### config.mk
export PLATFORM = sky130hd
export DESIGN_NAME = sie_rx_pkt_flat
export DESIGN_NICKNAME = d
export VERILOG_FILES = /design/src/rtl/sie_rx_pkt_if.sv /design/src/rtl/sie_rx_pkt.sv /design/src/flat_wrapper.sv
export SDC_FILE = /design/constraint.sdc
export NUM_CORES = 1
export LEC_CHECK = 0
export CORE_ASPECT_RATIO = 0.75
export CORE_MARGIN = 4
export CORE_UTILIZATION = 35
export CTS_BUF_LIST = sky130_fd_sc_hd__clkbuf_4 sky130_fd_sc_hd__clkbuf_8
export DETAILED_ROUTE_END_ITERATION = 7
export PLACE_DENSITY_LB_ADDON = 0.15
export RECOVER_POWER = 100
export SKIP_CTS_REPAIR_TIMING = 1
export SLEW_MARGIN = 15
export SYNTH_ARGS = -nofsm -noshare
export SYNTH_HDL_FRONTEND = slang
export SYNTH_SLANG_ARGS = --single-unit
### constraint.sdc
create_clock -name clk_i -period 3.77 [get_ports clk_i]
set_clock_uncertainty 0.1 [all_clocks]
set_input_delay 0.5655 -clock clk_i [delete_from_list [all_inputs] [get_ports clk_i]]
set_output_delay 0.5655 -clock clk_i [all_outputs]
set_load 0.005 [all_outputs]
### src/rtl/sie_rx_pkt_if.sv
// PHY-to-decoder receive strobe bus: one byte, EOP or error status per rx_ready cycle.
// master = receive PHY side, slave = packet decoder side.
interface sie_rx_pkt_if;
  logic [7:0] rx_data;
  logic       rx_valid;
  logic       rx_err;
  logic       rx_ready;

  modport master (output rx_data, output rx_valid, output rx_err, output rx_ready);
  modport slave  (input  rx_data, input  rx_valid, input  rx_err, input  rx_ready);
endinterface

### src/rtl/sie_rx_pkt.sv
// USB full-speed receive packet decoder: PID check, token CRC5, data CRC16, field/payload extraction.
// Optional device-address token filter enabled by defining SIE_RX_ADDR_FILTER_EN.
module sie_rx_pkt #(
  parameter int MAX_PKT = 64
) (
  input  logic        clk_i,
  input  logic        rstn_i,
  sie_rx_pkt_if.slave phy,
  input  logic        usb_reset_i,
  input  logic [6:0]  dev_addr_i,
  output logic [3:0]  pid_o,
  output logic [6:0]  addr_o,
  output logic [3:0]  endp_o,
  output logic [10:0] frame_o,
  output logic        token_valid_o,
  output logic        hsk_valid_o,
  output logic [7:0]  data_o,
  output logic        data_valid_o,
  output logic        data_end_o,
  output logic        data_ok_o,
  output logic        pkt_err_o
);

  localparam logic [2:0] ST_IDLE  = 3'd0;
  localparam logic [2:0] ST_TOKEN = 3'd1;
  localparam logic [2:0] ST_DATA  = 3'd2;
  localparam logic [2:0] ST_HSK   = 3'd3;
  localparam logic [2:0] ST_DROP  = 3'd4;

  localparam int CNT_W = $clog2(MAX_PKT + 4);
  localparam logic [CNT_W-1:0] CNT_ONE = CNT_W'(1);
  localparam logic [CNT_W-1:0] CNT_TWO = CNT_W'(2);
  localparam logic [CNT_W-1:0] LEN_MAX = CNT_W'(MAX_PKT + 2);

  localparam logic [4:0]  CRC5_INIT   = 5'h1F;
  localparam logic [4:0]  CRC5_RESID  = 5'h06;
  localparam logic [15:0] CRC16_INIT  = 16'hFFFF;
  localparam logic [15:0] CRC16_RESID = 16'hB001;
  localparam logic [3:0]  PID_SOF     = 4'h5;

  // Reflected CRCs: bit 0 of each byte is the first bit on the bus.
  function automatic logic [4:0] crc5_byte(input logic [4:0] crc, input logic [7:0] b);
    logic [4:0] c;
    c = crc;
    for (int i = 0; i < 8; i++) begin
      if (c[0] ^ b[i]) c = (c >> 1) ^ 5'h14;
      else             c = c >> 1;
    end
    return c;
  endfunction

  function automatic logic [15:0] crc16_byte(input logic [15:0] crc, input logic [7:0] b);
    logic [15:0] c;
    c = crc;
    for (int i = 0; i < 8; i++) begin
      if (c[0] ^ b[i]) c = (c >> 1) ^ 16'hA001;
      else             c = c >> 1;
    end
    return c;
  endfunction

  logic [2:0]       state_q, state_d;
  logic [3:0]       pid_q, pid_d;
  logic [6:0]       addr_q, addr_d;
  logic [3:0]       endp_q, endp_d;
  logic [10:0]      frame_q, frame_d;
  logic [7:0]       tok_lo_q, tok_lo_d;
  logic [2:0]       tok_hi_q, tok_hi_d;
  logic [CNT_W-1:0] cnt_q, cnt_d;
  logic [4:0]       crc5_q, crc5_d;
  logic [15:0]      crc16_q, crc16_d;
  logic [7:0]       dly0_q, dly0_d;
  logic [7:0]       dly1_q, dly1_d;
  logic [7:0]       data_q, data_d;
  logic             token_valid_q, token_valid_d;
  logic             hsk_valid_q, hsk_valid_d;
  logic             data_valid_q, data_valid_d;
  logic             data_end_q, data_end_d;
  logic             data_ok_q, data_ok_d;
  logic             pkt_err_q, pkt_err_d;

  logic             is_byte, is_eop, is_err;
  logic             pid_ok;
  logic [CNT_W-1:0] cnt_inc;
  logic             tok_addr_ok;
  logic             data_good;

  assign is_byte = phy.rx_ready &  phy.rx_valid & ~phy.rx_err;
  assign is_err  = phy.rx_ready &  phy.rx_err;
  assign is_eop  = phy.rx_ready & ~phy.rx_valid & ~phy.rx_err;

  assign pid_ok    = (phy.rx_data[7:4] == ~phy.rx_data[3:0]);
  assign cnt_inc   = (&cnt_q) ? cnt_q : cnt_q + CNT_ONE;
  assign data_good = (crc16_q == CRC16_RESID) && (cnt_q >= CNT_TWO) && (cnt_q <= LEN_MAX);

`ifdef SIE_RX_ADDR_FILTER_EN
  // Tokens for other devices vanish silently; SOF is broadcast.
  assign tok_addr_ok = (pid_q == PID_SOF) || (tok_lo_q[6:0] == dev_addr_i);
`else
  logic unused_dev_addr;
  assign unused_dev_addr = ^dev_addr_i;
  assign tok_addr_ok     = 1'b1;
`endif

  always_comb begin
    // NOTE: every _d starts from its _q (or 0 for pulses) so no path leaves it unassigned and no latch is inferred.
    state_d       = state_q;
    pid_d         = pid_q;
    addr_d        = addr_q;
    endp_d        = endp_q;
    frame_d       = frame_q;
    tok_lo_d      = tok_lo_q;
    tok_hi_d      = tok_hi_q;
    cnt_d         = cnt_q;
    crc5_d        = crc5_q;
    crc16_d       = crc16_q;
    dly0_d        = dly0_q;
    dly1_d        = dly1_q;
    data_d        = data_q;
    token_valid_d = 1'b0;
    hsk_valid_d   = 1'b0;
    data_valid_d  = 1'b0;
    data_end_d    = 1'b0;
    data_ok_d     = 1'b0;
    pkt_err_d     = 1'b0;

    if (usb_reset_i) begin
      state_d = ST_IDLE;
      cnt_d   = '0;
      crc5_d  = CRC5_INIT;
      crc16_d = CRC16_INIT;
      dly0_d  = '0;
      dly1_d  = '0;
    end else begin
      case (state_q)
        ST_IDLE: begin
          if (is_byte) begin
            cnt_d   = '0;
            crc5_d  = CRC5_INIT;
            crc16_d = CRC16_INIT;
            if (pid_ok) begin
              pid_d = phy.rx_data[3:0];
              case (phy.rx_data[1:0])
                2'b01:   state_d = ST_TOKEN;
                2'b11:   state_d = ST_DATA;
                2'b10:   state_d = ST_HSK;
                default: begin
                  pkt_err_d = 1'b1;
                  state_d   = ST_DROP;
                end
              endcase
            end else begin
              pkt_err_d = 1'b1;
              state_d   = ST_DROP;
            end
          end
        end

        ST_TOKEN: begin
          if (is_err) begin
            pkt_err_d = 1'b1;
            state_d   = ST_IDLE;
          end else if (is_byte) begin
            if (cnt_q == CNT_TWO) begin
              pkt_err_d = 1'b1;
              state_d   = ST_DROP;
            end else begin
              crc5_d = crc5_byte(crc5_q, phy.rx_data);
              cnt_d  = cnt_inc;
              if (cnt_q == '0) tok_lo_d = phy.rx_data;
              else             tok_hi_d = phy.rx_data[2:0];
            end
          end else if (is_eop) begin
            state_d = ST_IDLE;
            if (cnt_q == CNT_TWO && crc5_q == CRC5_RESID) begin
              if (tok_addr_ok) begin
                addr_d        = tok_lo_q[6:0];
                endp_d        = {tok_hi_q, tok_lo_q[7]};
                frame_d       = {tok_hi_q, tok_lo_q};
                token_valid_d = 1'b1;
              end
            end else begin
              pkt_err_d = 1'b1;
            end
          end
        end

        ST_HSK: begin
          if (is_err) begin
            pkt_err_d = 1'b1;
            state_d   = ST_IDLE;
          end else if (is_byte) begin
            pkt_err_d = 1'b1;
            state_d   = ST_DROP;
          end else if (is_eop) begin
            hsk_valid_d = 1'b1;
            state_d     = ST_IDLE;
          end
        end

        ST_DATA: begin
          if (is_err) begin
            data_end_d = 1'b1;
            pkt_err_d  = 1'b1;
            state_d    = ST_IDLE;
          end else if (is_byte) begin
            if (cnt_inc > LEN_MAX) begin
              data_end_d = 1'b1;
              pkt_err_d  = 1'b1;
              state_d    = ST_DROP;
            end else begin
              // Two bytes are always held back so the trailing CRC16 is never emitted.
              crc16_d = crc16_byte(crc16_q, phy.rx_data);
              cnt_d   = cnt_inc;
              dly0_d  = phy.rx_data;
              dly1_d  = dly0_q;
              if (cnt_q >= CNT_TWO) begin
                data_d       = dly1_q;
                data_valid_d = 1'b1;
              end
            end
          end else if (is_eop) begin
            data_end_d = 1'b1;
            data_ok_d  = data_good;
            pkt_err_d  = ~data_good;
            state_d    = ST_IDLE;
          end
        end

        ST_DROP: begin
          if (is_eop || is_err) state_d = ST_IDLE;
        end

        default: state_d = ST_IDLE;
      endcase
    end
  end

  always_ff @(posedge clk_i or negedge rstn_i) begin
    // NOTE: sequential state uses non-blocking assignments so every register samples pre-edge values.
    if (!rstn_i) begin
      state_q       <= ST_IDLE;
      pid_q         <= '0;
      addr_q        <= '0;
      endp_q        <= '0;
      frame_q       <= '0;
      tok_lo_q      <= '0;
      tok_hi_q      <= '0;
      cnt_q         <= '0;
      crc5_q        <= CRC5_INIT;
      crc16_q       <= CRC16_INIT;
      dly0_q        <= '0;
      dly1_q        <= '0;
      data_q        <= '0;
      token_valid_q <= 1'b0;
      hsk_valid_q   <= 1'b0;
      data_valid_q  <= 1'b0;
      data_end_q    <= 1'b0;
      data_ok_q     <= 1'b0;
      pkt_err_q     <= 1'b0;
    end else begin
      state_q       <= state_d;
      pid_q         <= pid_d;
      addr_q        <= addr_d;
      endp_q        <= endp_d;
      frame_q       <= frame_d;
      tok_lo_q      <= tok_lo_d;
      tok_hi_q      <= tok_hi_d;
      cnt_q         <= cnt_d;
      crc5_q        <= crc5_d;
      crc16_q       <= crc16_d;
      dly0_q        <= dly0_d;
      dly1_q        <= dly1_d;
      data_q        <= data_d;
      token_valid_q <= token_valid_d;
      hsk_valid_q   <= hsk_valid_d;
      data_valid_q  <= data_valid_d;
      data_end_q    <= data_end_d;
      data_ok_q     <= data_ok_d;
      pkt_err_q     <= pkt_err_d;
    end
  end

  assign pid_o         = pid_q;
  assign addr_o        = addr_q;
  assign endp_o        = endp_q;
  assign frame_o       = frame_q;
  assign token_valid_o = token_valid_q;
  assign hsk_valid_o   = hsk_valid_q;
  assign data_o        = data_q;
  assign data_valid_o  = data_valid_q;
  assign data_end_o    = data_end_q;
  assign data_ok_o     = data_ok_q;
  assign pkt_err_o     = pkt_err_q;

endmodule

### src/flat_wrapper.sv
// flat-port wrapper written by rule: the top's interface ports become plain ports
module sie_rx_pkt_flat 
#(
  parameter int MAX_PKT = 64
)
  (clk_i, rstn_i, usb_reset_i, dev_addr_i, pid_o, addr_o, endp_o, frame_o, token_valid_o, hsk_valid_o, data_o, data_valid_o, data_end_o, data_ok_o, pkt_err_o, phy_rx_data, phy_rx_valid, phy_rx_err, phy_rx_ready);
  sie_rx_pkt_if phy_i ();
  input  logic clk_i;
  input  logic rstn_i;
  input  logic usb_reset_i;
  input  logic [6:0] dev_addr_i;
  output logic [3:0] pid_o;
  output logic [6:0] addr_o;
  output logic [3:0] endp_o;
  output logic [10:0] frame_o;
  output logic token_valid_o;
  output logic hsk_valid_o;
  output logic [7:0] data_o;
  output logic data_valid_o;
  output logic data_end_o;
  output logic data_ok_o;
  output logic pkt_err_o;
  input wire logic [$bits(phy_i.rx_data)-1:0] phy_rx_data;
  input wire logic [$bits(phy_i.rx_valid)-1:0] phy_rx_valid;
  input wire logic [$bits(phy_i.rx_err)-1:0] phy_rx_err;
  input wire logic [$bits(phy_i.rx_ready)-1:0] phy_rx_ready;
  assign phy_i.rx_data = phy_rx_data;
  assign phy_i.rx_valid = phy_rx_valid;
  assign phy_i.rx_err = phy_rx_err;
  assign phy_i.rx_ready = phy_rx_ready;
  sie_rx_pkt #(.MAX_PKT(MAX_PKT)) u_core (.clk_i(clk_i), .rstn_i(rstn_i), .phy(phy_i), .usb_reset_i(usb_reset_i), .dev_addr_i(dev_addr_i), .pid_o(pid_o), .addr_o(addr_o), .endp_o(endp_o), .frame_o(frame_o), .token_valid_o(token_valid_o), .hsk_valid_o(hsk_valid_o), .data_o(data_o), .data_valid_o(data_valid_o), .data_end_o(data_end_o), .data_ok_o(data_ok_o), .pkt_err_o(pkt_err_o));
endmodule
=== Yosys cells after proc, flatten, opt, wreduce, memory -nomap -nowiden ===
Cells that the tools add are included.

* Add/subtract/negate cells: 1
* Multiply operators: 0
* Div/mod/pow operators: 0
* $lt $le $gt $ge: 3
* Equal/unequal tests: 23
* Shifts and indexed selects: 0
* Mux-type cells: 175
* Bitwise gates (word level): 47
* Reduce and logical (&&, ||, !) cells: 23

{| class="wikitable"
|+ Operator list
! operator !! count
|-
| 16-bit two-way mux || 48
|-
| 5-bit two-way mux || 48
|-
| 8-bit two-way mux || 10
|-
| 7-bit two-way mux || 9
|-
| 1-bit two-way mux || 41
|-
| 3-bit two-way mux || 13
|-
| 16-bit case mux with 2 select lines || 1
|-
| 2-bit inverter with 3-bit output || 8
|-
| 6-bit AND reduction || 4
|-
| 7-bit case mux with 3 select lines || 1
|-
| 16-bit equality test (second input constant) || 1
|-
| 1-bit inverter with 2-bit output || 8
|-
| 1-bit bitwise XOR || 16
|-
| 3-bit case mux with 5 select lines || 1
|-
| 3-bit by 2-bit inequality test with 1-bit output (second input constant) || 4
|-
| 3-bit inequality test (second input constant) || 4
|-
| 4-bit AND reduction || 3
|-
| 5-bit inequality test (second input constant) || 2
|-
| 5-bit case mux with 2 select lines || 1
|-
| 5-bit AND reduction || 2
|-
| 1-bit inverter || 9
|-
| 3-bit case mux with 3 select lines || 1
|-
| 8-bit AND reduction || 1
|-
| 7-bit by 1-bit adder with 7-bit output (second input constant) || 1
|-
| 24 further kinds || 35
|}

* Bits in registers: 98
* Bits in latches: 0
* Memory bits (writable): 0
* Bits in read-only memories: 0
* Input bits: 21
* Output and inout bits: 40
* Word-level logic and storage cells: 291
* Memories: 0

=== Depth between registers and ports, before layout ===
* Word-level depth: 57
* Gate-level depth with buffers: 9
* Mapped depth without buffers: 8

=== Worst setup path after synthesis ===
Ideal clock, no wire load.

* Path type: input to register
* Start: in usb_reset_i
* End: reg u_core.cnt_q[1]
* Setup time: 0.132 ns
* Data arrival time: 2.114 ns
* Required time: 3.538 ns
* Path slack: 1.424 ns
* Cell stages on the path: 7
* Buffers on the path: 1
* Cell sequence: clkbuf_1 > or2_2 > nor2_1 > o21ai_0 > a31oi_1 > or2_1 > o32ai_1

* Word-level cells in the longest chain between the ends: 2
* Elaborated cells between the ends (all ways): 10
* Classes of those cells: eq/ne: 7; mux: 1; reduce/logical: 2

{| class="wikitable"
|+ Ends and longest elaborated chain
! item !! RTL line !! RTL
|-
| start: declaration || flat_wrapper.sv:10 || <nowiki>input logic usb_reset_i;</nowiki>
|-
| 3-bit by 2-bit inequality test with 1-bit output (no source line), or another cell as far along || n/a ||
|-
| 8-bit AND reduction (no source line) || n/a ||
|-
| end signal: assignment || sie_rx_pkt.sv:269 || <nowiki>cnt_q <= cnt_d;</nowiki>
|-
| end: declaration || sie_rx_pkt.sv:69 || <nowiki>logic [CNT_W-1:0] cnt_q, cnt_d;</nowiki>
|}

Several ways; a longest one is shown, not always the timed one.
A chain may end at the register's enable or synchronous reset.

=== Worst setup path after layout ===
* Start: reg u_core.cnt_q[2]
* End: reg u_core.frame_q[7], in the netlist u_core.frame_o[7]

* Word-level cells in the longest chain between the ends: 3

{| class="wikitable"
|+ Ends and longest elaborated chain
! item !! RTL line !! RTL
|-
| 7-bit by 2-bit equality test with 1-bit output || sie_rx_pkt.sv:175 || <nowiki>if (cnt_q == CNT_TWO && crc5_q == CRC5_RESID) begin</nowiki>
|-
| 1-bit logical AND || sie_rx_pkt.sv:175 ||
|-
| 6-bit AND reduction (no source line) || n/a ||
|-
| end signal: assignment || sie_rx_pkt.sv:266 || <nowiki>frame_q <= frame_d;</nowiki>
|-
| end: declaration || sie_rx_pkt.sv:66 || <nowiki>logic [10:0] frame_q, frame_d;</nowiki>
|}

Every way passes these cells.

==> metrics.csv <==
metric;value;unit
coreArea;0.0124;mm^2
post_drt_wl_per_cell;16.7;um
vias;3168;
drv_cap;1;
hp-class;reg2reg;
ios;61;
synth_top_cell_by_area;dfrtp_1;
synth_cells;386;
area.growth.synth_to_final;16.3;%
dp_hpwl;7.36;mm
root_buffer;clkbuf_8;
cp-start-kind;flop;
portBuffers;53;
nets;460;
synth_top_area_share;36.8;%
dr.pass1.iters;4;
crit_end;u_core.frame_o[7];
clock_latency;0.37;ns
synth_cell_type_count;66;
hold_slack;0.386;ns
avgSynthCellArea;11.6;um^2
cp.arrival;3.12;ns
rsz0062_at_grt;false;
worstMarginPinSlew;2.30;ns
synth_area;0.00449;mm^2
synth_edf_count;0;
violations;capacitance limit, slew limit;
synth_area_leaders;dfrtp_1, dfstp_2, mux2_2, xnor2_1, xor2_1;
final_cell_mix;dfrtp_1, dlygate4sd3_1, nand2_1, xnor2_1;
cts_tree;built;
crit_required;3.91;ns
fp.dieH;106;um
r2r_setup_slack;0.80;ns
synthMuxAreaShare;8.73;%
worstSetupPathType;reg2reg;
grt_max_degree;45;
synthAdderAreaFrac;1.67;%
die_w;139;um
clock_sink_count;87;
endpoint_kind;flop;
finalWirelength;10.1;mm
clock_path_buffers;2;
p_leak;2.35;nW
rows;35;
clkTransAtPathRegs;0.09;ns
grt_pass1_wl;16.7;mm
antenna_cells;0;
finalCriticalPeriod;2.97;ns
final.setup.tns;0;ns
syn_nets;413;
total_power;1.75;mW
slew_viol_final;45;
antenna_left;0;
reg2reg_to;u_core.frame_o[7];
final_common_cell;dfrtp_1;
crit_fanout;12;
globalRouteOverflowTotal;0;
timing.final.crit_share;78.9;%
grt_pass1_vias;3097;
seq_area_frac_synth;49.1;%
drc;0;
synth-seq-cells;87;
ys_warn_count;0;
routabilityCongestion;0.906;
power.density;336;mW/mm^2
synth_compound_area_share;16.2;%
rr_worst_depth;5;
drive_gt1_share;16.9;%
final_util;42.1;%
synth_top_family_by_area;compound AO/OA/AOI/OAI gates;
cts_htree_levels;3;
grt_antenna_before_repair;0;
yosys.area_share.simple;10.4;%
initial_core_util;36.2;%
grtUsageTotal;14.1;%
hold_viol;0;
drt_iter0_drc;275;
synthFlopType;dfrtp_1;
relSlewSlack;-53.6;%
vias_per_cell;5.25;
outcome;finished with violations;
r2r-start;u_core.cnt_q[2];
die_area;0.0147;mm^2
synth-xor-area-share;9.06;%
setup_viol;0;
setup.worst_path.start;u_core.cnt_q[2];
ys_async_sr_fraction;100;%
timing.fmax;336;MHz
cts-buffers-inserted;9;
peakVddDrop;138;uV
cells by family (layout without fill, tap and decap cells):
logic type                 after synthesis  in the layout
DFF                                     87             87
and+or+nand+nor                         84             84
buffers and inverters                   40             92
AOI/OAI and AO/OA                       93             93
adders and majority gates                6              6
xor gates and xnor gates                44             44
muxes                                   32             32
metal layers:
metal  part of all wire (%)  vias up  GRT usage [%]  wire length (um)
li1                       -     1496              -                 -
met1                     50     1567           21.1              5030
met2                     43       96           20.1              4300
met3                    6.2        9           4.05               628
met4                   0.97        0           3.00                98
met5                      0        -              0                 0
cells in the mapped netlist, types with 3 or more instances:
| master | number |
|---|---|
| dfrtp_1 | 66 |
| nand2_1 | 23 |
| xnor2_1 | 23 |
| dfstp_2 | 21 |
| mux2_2 | 21 |
| xor2_1 | 19 |
| o21ai_0 | 18 |
| a22o_1 | 17 |
| o22a_1 | 14 |
| buf_4 | 13 |
| nor2_1 | 13 |
| inv_1 | 12 |
| a2bb2oi_1 | 9 |
| mux2_4 | 9 |
| nand3_1 | 8 |
| clkbuf_1 | 7 |
| ha_1 | 6 |
| nand4_1 | 6 |
| a21oi_1 | 5 |
| buf_2 | 4 |
| nor3_1 | 4 |
| nor4_1 | 4 |
| a21boi_0 | 3 |
| a31oi_1 | 3 |
| and2_1 | 3 |
| nand2b_1 | 3 |
| o31ai_1 | 3 |
sequential cells by signal (all words and copies together), names as in the netlist, 3 cells and up:
signal           flops
u_core.state_q       3
u_core.crc5_q        5
u_core.cnt_q         7
u_core.dly1_q        8
u_core.tok_hi_q      3
u_core.pid_o         4
u_core.tok_lo_q      8
u_core.frame_o      10
u_core.data_o        8
u_core.crc16_q      16
u_core.dly0_q        8
per-stage QoR:
step / instance area [um^2] / instances / worst slack (ns)
after global placement: 5130 / 588 / 0.651
after CTS: 5320 / 604 / 1.01
after floorplan: 4490 / 386 / 1.42
after detailed placement: 5130 / 588 / 0.615
final: 5220 / 604 / 0.797
after global routing: 5220 / 604 / 0.478
power breakdown:
group	switching [mW]	internal (mW)
sequential	0.00575	0.941
combinational	0.108	0.0797
clock	0.366	0.251
total	0.479	1.27
worst max-delay path, cell delays in order, from the launching register on:
cell and delay [ns]:
dfrtp_1 0.51, or4_1 0.63, nor2_1 0.29, nand3_1 0.22, or3_1 0.68, mux2_1 0.42
layout make-up:
type,count,area (um^2)
Fill cell,1191,7170
Sequential cell,87,2200
Multi-Input combinational cell,259,1980
Timing Repair Buffer,64,594
Tap cell,166,208
Clock buffer,9,124
Clock inverter,7,60.1
Inverter,12,45.0
how the worst min path moves through the flow:
stage	start	end	slack, ns	depth (start not counted)
after global routing	u_core.tok_lo_q[1]	u_core.frame_o[1]	0.40	1
after CTS	rstn_i	u_core.endp_o[3]	0.09	1
after floorplan	rstn_i	u_core.cnt_q[0]	0.17	0
final	u_core.tok_lo_q[6]	u_core.frame_o[6]	0.39	1
after global placement	u_core.tok_hi_q[1]	u_core.tok_hi_q[1]	0.37	2
after detailed placement	u_core.tok_hi_q[0]	u_core.tok_hi_q[0]	0.37	2
Power figures use the tool's default switching activity.
